<file path="config.mk">
export PLATFORM = sky130hd
export DESIGN_NAME = div_unit_p
export DESIGN_NICKNAME = d
export VERILOG_FILES = /design/src/rtl/div_unit_p_pkg.sv /design/src/rtl/div_step_p.sv /design/src/rtl/div_unit_p.sv
export SDC_FILE = /design/constraint.sdc
export NUM_CORES = 1
export LEC_CHECK = 0
export CAP_MARGIN = 20
export CORE_MARGIN = 3
export CORE_UTILIZATION = 40
export DETAILED_ROUTE_END_ITERATION = 10
export GPL_TIMING_DRIVEN = 0
export PLACE_DENSITY = 0.62
export SLEW_MARGIN = 20
export SYNTH_ARGS = -nofsm -noshare
export SYNTH_HDL_FRONTEND = slang
export SYNTH_SLANG_ARGS = --single-unit
</file>
<file path="constraint.sdc">
create_clock -name clk -period 9.46 [get_ports clk]
set_input_delay 0.946 -clock clk [delete_from_list [all_inputs] [get_ports clk]]
set_output_delay 0.946 -clock clk [all_outputs]
set_load 0.02 [all_outputs]
</file>
<file path="src/rtl/div_unit_p_pkg.sv">
`default_nettype none
// ============================================================================
// Module      : div_unit_p_pkg
// Description : Shared divider state type and handshake constants.
// Revision    : 1.0 - initial parametrised divider release
// ============================================================================
package div_unit_p_pkg;

   typedef enum logic [1:0] {
      DivIdle = 2'd0,
      DivOn   = 2'd1,
      DivEnd  = 2'd2
   } div_state_e;

   localparam logic DivStart          = 1'b1;
   localparam logic DivStop           = 1'b0;
   localparam logic DivResultReady    = 1'b1;
   localparam logic DivResultNotReady = 1'b0;

   // Legacy HI/LO pair type, only meaningful for 32-bit instances.
   typedef logic [63:0] DoubleReg_t;

endpackage
`default_nettype wire

</file>
<file path="src/rtl/div_step_p.sv">
`default_nettype none
// ============================================================================
// Module      : div_step_p
// Description : One combinational radix-2 restoring division step.
// Revision    : 1.0 - initial parametrised divider release
// ============================================================================
module div_step_p
   import div_unit_p_pkg::*;
#(
   parameter int WIDTH = 32
) (
   input  logic [WIDTH:0]   i_rem,
   input  logic [WIDTH-1:0] i_divisor,
   output logic [WIDTH:0]   o_rem,
   output logic             o_qbit
);

   logic [WIDTH+1:0] w_diff;

   // Extra top bit acts as the borrow: set means the subtraction must be undone.
   assign w_diff = {1'b0, i_rem} - {2'b00, i_divisor};
   assign o_qbit = ~w_diff[WIDTH+1];
   assign o_rem  = o_qbit ? w_diff[WIDTH:0] : i_rem;

endmodule
`default_nettype wire

</file>
<file path="src/rtl/div_unit_p.sv">
`default_nettype none
// ============================================================================
// Module      : div_unit_p
// Description : Parametrised radix-2 restoring divider for DIV/DIVU in EX.
// Revision    : 1.0 - initial parametrised divider release
// ============================================================================
module div_unit_p
   import div_unit_p_pkg::*;
#(
   parameter int WIDTH     = 32,
   parameter int EARLY_OUT = 1,
   parameter int CNT_W     = $clog2(WIDTH+1)
) (
   input  logic                 clk,
   input  logic                 rst,
   input  logic                 signed_div_i,
   input  logic [WIDTH-1:0]     opdata1_i,
   input  logic [WIDTH-1:0]     opdata2_i,
   input  logic                 start_i,
   input  logic                 annul_i,
   output logic [2*WIDTH-1:0]   result_o,
   output logic                 ready_o,
   output logic                 busy_o,
   output logic                 div_by_zero_o
);

   div_state_e           r_state;
   logic [CNT_W-1:0]     r_cnt;
   logic [2*WIDTH:0]     r_work;
   logic [WIDTH-1:0]     r_divisor;
   logic                 r_signed;
   logic                 r_sign1;
   logic                 r_sign2;
   logic [2*WIDTH-1:0]   r_result;
   logic                 r_dbz;

   logic [WIDTH-1:0]     w_abs1;
   logic [WIDTH-1:0]     w_abs2;
   logic                 w_early;
   logic [2*WIDTH:0]     w_shift;
   logic [WIDTH:0]       w_step_rem;
   logic                 w_step_q;
   logic [2*WIDTH:0]     w_next_work;
   logic [WIDTH-1:0]     w_quot;
   logic [WIDTH-1:0]     w_rem;
   logic [WIDTH-1:0]     w_quot_fix;
   logic [WIDTH-1:0]     w_rem_fix;
   logic                 w_accept;

   assign w_abs1   = (signed_div_i && opdata1_i[WIDTH-1]) ? -opdata1_i : opdata1_i;
   assign w_abs2   = (signed_div_i && opdata2_i[WIDTH-1]) ? -opdata2_i : opdata2_i;
   assign w_accept = (start_i == DivStart) && !annul_i;

   generate
      if (EARLY_OUT != 0) begin : g_early_on
         assign w_early = (w_abs1 < w_abs2);
      end else begin : g_early_off
         assign w_early = 1'b0;
      end
   endgenerate

   // Partial remainder lives in the upper WIDTH+1 bits, quotient shifts in at bit 0.
   assign w_shift = r_work << 1;

   div_step_p #(
      .WIDTH     (WIDTH)
   ) u_step (
      .i_rem     (w_shift[2*WIDTH:WIDTH]),
      .i_divisor (r_divisor),
      .o_rem     (w_step_rem),
      .o_qbit    (w_step_q)
   );

   assign w_next_work = {w_step_rem, w_shift[WIDTH-1:1], w_step_q};
   assign w_quot      = w_next_work[WIDTH-1:0];
   assign w_rem       = w_next_work[2*WIDTH-1:WIDTH];
   assign w_quot_fix  = (r_signed && (r_sign1 ^ r_sign2)) ? -w_quot : w_quot;
   assign w_rem_fix   = (r_signed && r_sign1) ? -w_rem : w_rem;

   always_ff @(posedge clk) begin
      if (rst) begin
         r_state   <= DivIdle;
         r_cnt     <= '0;
         r_work    <= '0;
         r_divisor <= '0;
         r_signed  <= 1'b0;
         r_sign1   <= 1'b0;
         r_sign2   <= 1'b0;
         r_result  <= '0;
         r_dbz     <= 1'b0;
      end else begin
         case (r_state)
            DivIdle: begin
               if (w_accept) begin
                  r_signed  <= signed_div_i;
                  r_sign1   <= opdata1_i[WIDTH-1];
                  r_sign2   <= opdata2_i[WIDTH-1];
                  r_divisor <= w_abs2;
                  if (opdata2_i == '0) begin
                     r_result <= '0;
                     r_dbz    <= 1'b1;
                     r_state  <= DivEnd;
                  end else if (w_early) begin
                     r_result <= {opdata1_i, {WIDTH{1'b0}}};
                     r_dbz    <= 1'b0;
                     r_state  <= DivEnd;
                  end else begin
                     r_work  <= {{(WIDTH+1){1'b0}}, w_abs1};
                     r_cnt   <= '0;
                     r_state <= DivOn;
                  end
               end
            end
            DivOn: begin
               if (annul_i) begin
                  r_result <= '0;
                  r_dbz    <= 1'b0;
                  r_state  <= DivIdle;
               end else begin
                  r_work <= w_next_work;
                  r_cnt  <= r_cnt + CNT_W'(1);
                  if (r_cnt == CNT_W'(WIDTH-1)) begin
                     r_result <= {w_rem_fix, w_quot_fix};
                     r_dbz    <= 1'b0;
                     r_state  <= DivEnd;
                  end
               end
            end
            DivEnd: begin
               if (annul_i || (start_i == DivStop)) begin
                  r_result <= '0;
                  r_dbz    <= 1'b0;
                  r_state  <= DivIdle;
               end
            end
            default: begin
               r_result <= '0;
               r_dbz    <= 1'b0;
               r_state  <= DivIdle;
            end
         endcase
      end
   end

   assign ready_o       = (r_state == DivEnd) ? DivResultReady : DivResultNotReady;
   assign busy_o        = (r_state == DivOn);
   assign result_o      = ready_o ? r_result : '0;
   assign div_by_zero_o = ready_o & r_dbz;

endmodule
`default_nettype wire

</file>
==> results of run 1 <==
==> kinds of logic (layout without fill, tap and decap cells) <==
logic type | after synthesis | count (layout) | share of synthesized area
simple gates | 668 | 668 | 0.246
compound gates | 487 | 487 | 0.246
flops | 172 | 172 | 0.266
buf+inv | 167 | 334 | 0.0507
xor+xnor | 147 | 147 | 0.0995
fa+ha+maj | 69 | 69 | 0.0673
mux | 30 | 30 | 0.0240
==> metrics by stage <==
stage | setup WS [ns] | hold WS, ns
final | 1.64 | 0.449
after global routing | 1.26 | 0.473
after CTS | 1.82 | 0.454
after detailed placement | 1.36 | 0.436
after global placement | 1.09 | 0.429
after floorplan | 4.05 | 0.417
==> sequential cells by signal (all words and copies together) (netlist names) <==
register   cells
r_divisor     32
r_state        2
r_dbz          1
r_sign1        1
r_sign2        1
r_cnt          6
r_signed       1
r_result      64
r_work        64
==> report_power, final <==
group | internal, W | switching (W) | total [W]
clock network | 0.000400 | 0.000351 | 0.000752
logic | 0.000600 | 0.00115 | 0.00175
registers | 0.000787 | 0.0000604 | 0.000848
==> per-layer routing <==
layer	share of wire	wire length, µm
met1	0.46	23400
met2	0.42	21400
met3	0.087	4460
met4	0.038	1960
met5	0	0
==> worst max-delay path, cell delays in order <==
cell,delay [ns]
sky130_fd_sc_hd__clkdlybuf4s50_1,0.49
sky130_fd_sc_hd__nor3_1,0.32
sky130_fd_sc_hd__nand2b_1,0.14
sky130_fd_sc_hd__or3_1,0.39
sky130_fd_sc_hd__nor4_1,0.57
sky130_fd_sc_hd__nand3b_1,0.26
sky130_fd_sc_hd__nor3_1,0.50
sky130_fd_sc_hd__and3_1,0.34
sky130_fd_sc_hd__nor2_1,0.07
sky130_fd_sc_hd__xnor2_1,0.31
sky130_fd_sc_hd__ha_1,0.31
sky130_fd_sc_hd__a21o_1,0.16
sky130_fd_sc_hd__a21oi_1,0.14
sky130_fd_sc_hd__nor2b_1,0.06
sky130_fd_sc_hd__o211ai_1,0.17
sky130_fd_sc_hd__a31oi_1,0.13
sky130_fd_sc_hd__nor4b_2,0.74
sky130_fd_sc_hd__nor3_1,0.13
sky130_fd_sc_hd__o21ai_1,0.41
sky130_fd_sc_hd__clkbuf_1,0.74
sky130_fd_sc_hd__clkbuf_1,0.58
sky130_fd_sc_hd__nand2_1,0.12
sky130_fd_sc_hd__a21oi_1,0.13
==> cell usage in the layout, fill, tap and decap left out, types with 12 or more instances in the layout <==
cell	netlist	final
sky130_fd_sc_hd__o21ai_0	110	110
sky130_fd_sc_hd__a31oi_1	19	19
sky130_fd_sc_hd__nand4_1	21	21
sky130_fd_sc_hd__o211ai_1	12	12
sky130_fd_sc_hd__nor4_1	18	18
sky130_fd_sc_hd__a21oi_1	126	126
sky130_fd_sc_hd__buf_2	14	14
sky130_fd_sc_hd__ha_1	68	68
sky130_fd_sc_hd__nor3_1	34	34
sky130_fd_sc_hd__dfxtp_1	172	172
sky130_fd_sc_hd__and2_1	76	76
sky130_fd_sc_hd__clkbuf_16	0	17
sky130_fd_sc_hd__xor2_1	69	69
sky130_fd_sc_hd__a211o_1	14	14
sky130_fd_sc_hd__o31ai_1	16	16
sky130_fd_sc_hd__a22oi_1	28	28
sky130_fd_sc_hd__nand3_1	17	17
sky130_fd_sc_hd__and3_1	14	14
sky130_fd_sc_hd__o21ai_1	12	12
sky130_fd_sc_hd__a211oi_1	56	56
sky130_fd_sc_hd__a21o_1	22	22
sky130_fd_sc_hd__clkbuf_1	80	80
sky130_fd_sc_hd__clkdlybuf4s50_1	0	135
sky130_fd_sc_hd__or3_1	30	30
sky130_fd_sc_hd__nor2_1	217	216
sky130_fd_sc_hd__xnor2_1	78	78
sky130_fd_sc_hd__nand2_1	181	181
sky130_fd_sc_hd__inv_1	65	65
sky130_fd_sc_hd__mux2i_1	22	22
==> area by class of cell <==
cell class              instances  area (µm²)  area share
plain buffers                 101         408      0.0265
clock buffers                  17         425      0.0276
inverters                      66         248      0.0161
well taps                     402         503      0.0326
clock inverters                15         183      0.0119
repair buffers                135        1350      0.0877
multi-input cells            1401        8850       0.574
flip-flops and latches        172        3440       0.223
==> how the worst max path moves through the flow <==
stage / startpoint / end / slack, ns / cells past startpoint
floorplan: opdata2_i[2] / r_cnt[1]$_SDFFE_PP0P_ / 4.05 / 22
global placement: opdata2_i[2] / r_work[21]$_SDFFE_PP0P_ / 1.09 / 23
detailed placement: opdata1_i[2] / r_result[57]$_SDFFE_PP0P_ / 1.36 / 22
CTS: opdata2_i[2] / r_work[22]$_SDFFE_PP0P_ / 1.82 / 23
global route: opdata1_i[2] / r_work[18]$_SDFFE_PP0P_ / 1.26 / 23
finish: opdata2_i[2] / r_work[30]$_SDFFE_PP0P_ / 1.64 / 23
==> out/qor.yml, run 1 <==
flow.area_growth_from_synthesis_pct: 19.1
critical_path_sink_type: "flop"
detailedRoute.firstIterationViolations: 1491
globalRouteTotalUtil: 0.292
cts_hold_buffers: 0
drive_above_1_share: 0.0414
report.final.hold_viol_count: 0
report.power.total_w: 0.00335
post-route-drc-count: 0
power-per-cell-area_nw_per_um2: 218
final.fill_count: 3227
crit_path_max_fanout: 10
die_area_um2: 34500
cts_buffers: 17
clkLatencyLatePin_ns: 0.45
dr_total_vias: 13771
instances_no_fill: 2309
max_cap_violations: 0
first_global_vias: 12663
min-delay-start: "r_result[13]$_SDFFE_PP0P_"
cts_root_buf: "sky130_fd_sc_hd__clkbuf_16"
synth.lib_cells_used.distinct: 84
yosys_warnings: 0
yosys_register_bits: 172
pin_count_of_the_biggest_net_entering_global_routing: 18
cts.htree.levels: 4
worst_r2r_endpoint: "r_result[60]$_SDFFE_PP0P_"
io_pins: 136
worst-setup-path-type: "primary input to flop"
worst-r2r-setup-slack_ns: 2.05
reg2reg_launch_point: "r_work[31]$_SDFFE_PP0P_"
mappedNetlistArea_um2: 12900
gr_overflow_total: 0
worst_slew_pin_slew_ns: 1.06
postRouteWirelength_mm: 51.2
min_delay_endpoint: "r_result[13]$_SDFFE_PP0P_"
synth_cells: 1740
initial_utilization: 0.408
synth_top_area_share: 0.266
max_clock_freq_mhz: 128
static-leakage-power_nw: 5.78
synth_most_common_cell: "sky130_fd_sc_hd__nor2_1"
busiest_grt_layer: "met2"
timing.slew.headroom: 0.289
core-area_um2: 31700
synthTopCellsByCount: "sky130_fd_sc_hd__nor2_1 (217), sky130_fd_sc_hd__nand2_1 (181), sky130_fd_sc_hd__dfxtp_1 (172), sky130_fd_sc_hd__a21oi_1 (126), sky130_fd_sc_hd__o21ai_0 (110)"
placementRows: 65
layout_min_cycle_time_ns: 7.82
tritoncts: "done"
ys_flop_type: "sky130_fd_sc_hd__dfxtp_1"
cts.reportedPaths.clkPinSlew_ns: 0.07
global_route.usage.met2: 0.432
finalWeightedCongestion: 0.987
syn-num-nets: 1878
layout.nets: 2032
clk_path_buf_depth: 2
post_drt_wl_per_cell_um: 22.2
final_area_um2: 15400
clock_skew_ns: 0.0148
port-buffer-count: 135
netlist.top_cell.by_area: "sky130_fd_sc_hd__dfxtp_1"
cts_repair_resize_count: 0
finalSetupViolCount: 0
totalNegativeSetupSlack_ns: 0
die_width_um: 186
route.antenna.remaining_nets: 0
run_status: "complete, no violations"
dp_hpwl_mm: 40.9
cts.sink_count: 172
critical_path_required_ns: 9.83
firstDrtPassIters: 6
r2r_worst_path_depth: 23
peakVddDrop_v: 0.000131
number_of_placed_instances_taps_included: 2277
antennaDiodeCount: 0
synth_top_area_cells: "sky130_fd_sc_hd__dfxtp_1 (27%), sky130_fd_sc_hd__ha_1 (6.6%), sky130_fd_sc_hd__nor2_1 (6.3%)"
critical_path_arrival_ns: 8.19
timing.critical_path.from_type: "primary input"
worstHoldPathCells: 2
globalRouteMet3Util: 0.0575
floorplan.die.height_um: 186
post_syn_area_per_cell_um2: 7.43
setup_repair_after_global_routing_missed_its_margin: "no"
placed_cell_area_um2: 14800
timing_max_transition_violations_final: 0
yosysSeqAreaShare: 0.266
detail_route.vias_per_cell: 5.96
grt_pass1_wl_mm: 76.2
fraction_of_synthesis_flops_using_an_asynchronous_set_or_reset_pin: 0
antenna_found_initial: 0
post_route_fraction_of_the_period_consumed_by_the_critical_path: 0.827
synth-edff-count: 0
final_util: 0.486
min_path_type: "flop to flop"
post_cts_buffers: 0
globalRouteMet1Util: 0.419
Power figures use the tool's default switching activity.
==> inputs of run 2 (changes only) <==
Settings changed: PLACE_DENSITY 0.62 to 0.64.
Clock period 9.46 ns to 6.65 ns, I/O delays scaled along.
==> run 2 against run 1 <==
Net effect: count of clock-buffer cells in the layout up 2; global-route usage down 0.50 points; sequential share of layout area down 0.19 points; critical path type unchanged; largest cell class unchanged.
==> out/qor.yml, run 2 (synthesized netlist as in run 1, its figures left out) <==
io_pins: 136
min-delay-start: "r_result[38]$_SDFFE_PP0P_"
worstSetupStartpoint: "opdata2_i[2]"
top_regs: "r_result: 64 flops, r_work: 64 flops, r_divisor: 32 flops"
detail_route.vias_per_cell: 5.94
post_route_fraction_of_the_period_consumed_by_the_critical_path: 0.959
tritoncts: "done"
core-area_um2: 31700
setup_repair_after_global_routing_missed_its_margin: "no"
max_clock_freq_mhz: 157
clkLatencyLatePin_ns: 0.44
critical_path_sink_type: "flop"
critical_path_arrival_ns: 6.74
globalRouteTotalUtil: 0.287
crit_path_max_fanout: 10
grt_pass1_wl_mm: 75.7
report.power.total_w: 0.00481
timing.slew.headroom: 0.306
initial_utilization: 0.408
report.final.hold_viol_count: 0
dp_hpwl_mm: 40.2
worst-setup-path-type: "primary input to flop"
max_cap_violations: 0
layout.cells.most_common_list: "sky130_fd_sc_hd__nor2_1 (216), sky130_fd_sc_hd__nand2_1 (181), sky130_fd_sc_hd__dfxtp_1 (171), sky130_fd_sc_hd__clkdlybuf4s50_1 (135), sky130_fd_sc_hd__a21oi_1 (124)"
first_global_vias: 12849
postRouteWirelength_mm: 50.3
die_area_um2: 34500
final.fill_count: 3169
layout_commonest_cell: "sky130_fd_sc_hd__nor2_1"
firstDrtPassIters: 7
placementRows: 65
dr_total_vias: 13734
antenna_found_initial: 1
peakVddDrop_v: 0.000193
final-seq-area_um2: 3440
port-buffer-count: 135
clk_path_buf_depth: 2
finalWeightedCongestion: 0.956
run_status: "complete, no violations"
reg2reg_launch_point: "r_divisor[22]$_SDFFE_PP0P_"
placed_cell_area_um2: 14800
cts_hold_buffers: 0
cts.reportedPaths.clkPinSlew_ns: 0.07
timing_max_transition_violations_final: 0
cts.sink_count: 172
drive_above_1_share: 0.0587
post_drt_wl_per_cell_um: 21.8
floorplan.die.height_um: 186
post-route-drc-count: 0
critical_path_required_ns: 7.02
final_area_um2: 15500
die_width_um: 186
crit_family: "simple AND/OR/NAND/NOR gates"
layout.nets: 2035
cts_buffers: 17
cts.htree.levels: 4
min_path_type: "flop to flop"
layout_min_cycle_time_ns: 6.38
flow.area_growth_from_synthesis_pct: 20.2
timing.critical_path.from_type: "primary input"
worst_path_largest_cell_delay_ns: 0.57
crit_path_top_delay_cell: "sky130_fd_sc_hd__nor4b_4"
clock_skew_ns: 0.0106
cts_root_buf: "sky130_fd_sc_hd__clkbuf_16"
finalSetupViolCount: 0
critPathBufInv: 3
power-per-cell-area_nw_per_um2: 309
pin_count_of_the_biggest_net_entering_global_routing: 17
detailedRoute.firstIterationViolations: 1534
gr_overflow_total: 0
worst_slew_pin_slew_ns: 1.04
static-leakage-power_nw: 5.87
crit_path_cell_chain: "clkdlybuf4s50_1 > nor3_1 > nand2b_1 > or3_1 > nor4_2 > nand3b_1 > nor3_2 > and3_1 > nor2_1 > xnor2_1 > ha_1 > a21o_1 > a21oi_1 > nor2b_1 > o211ai_1 > a31oi_1 > nor4b_4 > nor3_1 > o21ai_1 > buf_2 > clkbuf_2 > nand2_1 > a21oi_1"
multiInputGateArea_um2: 8920
route.antenna.remaining_nets: 0
antennaDiodeCount: 0
[run 2: changes by cell type in the layout (fill, tap and decap cells not counted), sizes merged]
cell	before	now
buf	21	24
clkbuf	97	99
clkinv	5	3
clkinvlp	1	3
inv	73	69
bufinv	2	3
[run 2: path summary, 6_finish.rpt]
kind	to	slack, ns	depth (start not counted)
worst max-delay path	r_work[20]$_SDFFE_PP0P_	0.27	23
worst min-delay path	r_result[38]$_SDFFE_PP0P_	0.45	2
worst min register to register	r_result[38]$_SDFFE_PP0P_	0.45	2
worst max register to register	r_result[60]$_SDFFE_PP0P_	0.31	25
[run 2: worst register-to-register path, delay by kind of cell, from the launching register on]
| family | cells | cell delay, ns |
|---|---|---|
| simple gates | 6 | 1.37 |
| buf+inv | 6 | 1.15 |
| compound gates | 10 | 2.56 |
| flops | 1 | 0.33 |
| xor+xnor | 1 | 0.26 |
| fa+ha+maj | 2 | 0.54 |
[run 2: cell type report]
type	instances	area share
Multi-Input combinational cell	1401	0.574
Buffer	100	0.0280
Clock buffer	19	0.0291
Timing Repair Buffer	139	0.0889
Tap cell	402	0.0324
Inverter	66	0.0159
Sequential cell	172	0.222
Clock inverter	12	0.0104
[run 2: timing repair]
| item | CTS | global route |
|---|---|---|
| endpoints found under the setup margin | 127 | 132 |
| pin swaps | 0 | 3 |
| setup buffers | 0 | 4 |
| resized for setup | 17 | 29 |
[run 2: routing by layer]
| layer | GRT usage | part of all wire |
|---|---|---|
| met5 | 0 | 0.00026 |
| met4 | 0.0903 | 0.030 |
| met2 | 0.437 | 0.43 |
| met1 | 0.407 | 0.45 |
| met3 | 0.0584 | 0.089 |
[run 2: metrics by stage]
stage | hold slack, ns | TNS (ns) | instances | setup slack [ns] | utilization
3_3_place_gp | 0.429 | -122.23 | 2277 | -1.39 | 0.466
5_1_grt | 0.476 | 0 | 2311 | 0.0136 | 0.490
6_report | 0.449 | 0 | 2311 | 0.273 | 0.490
3_5_place_dp | 0.436 | -90.16 | 2277 | -0.991 | 0.467
4_1_cts | 0.452 | 0 | 2308 | 0.00902 | 0.487
2_1_floorplan | 0.417 | 0 | 1740 | 1.35 | -
[run 2: where the power goes]
part / internal [W] / total (W) / switching (W)
Sequential: 0.00112 / 0.00121 / 0.0000874
Clock: 0.000614 / 0.00108 / 0.000463
Combinational: 0.000884 / 0.00252 / 0.00164
Total: 0.00262 / 0.00481 / 0.00219
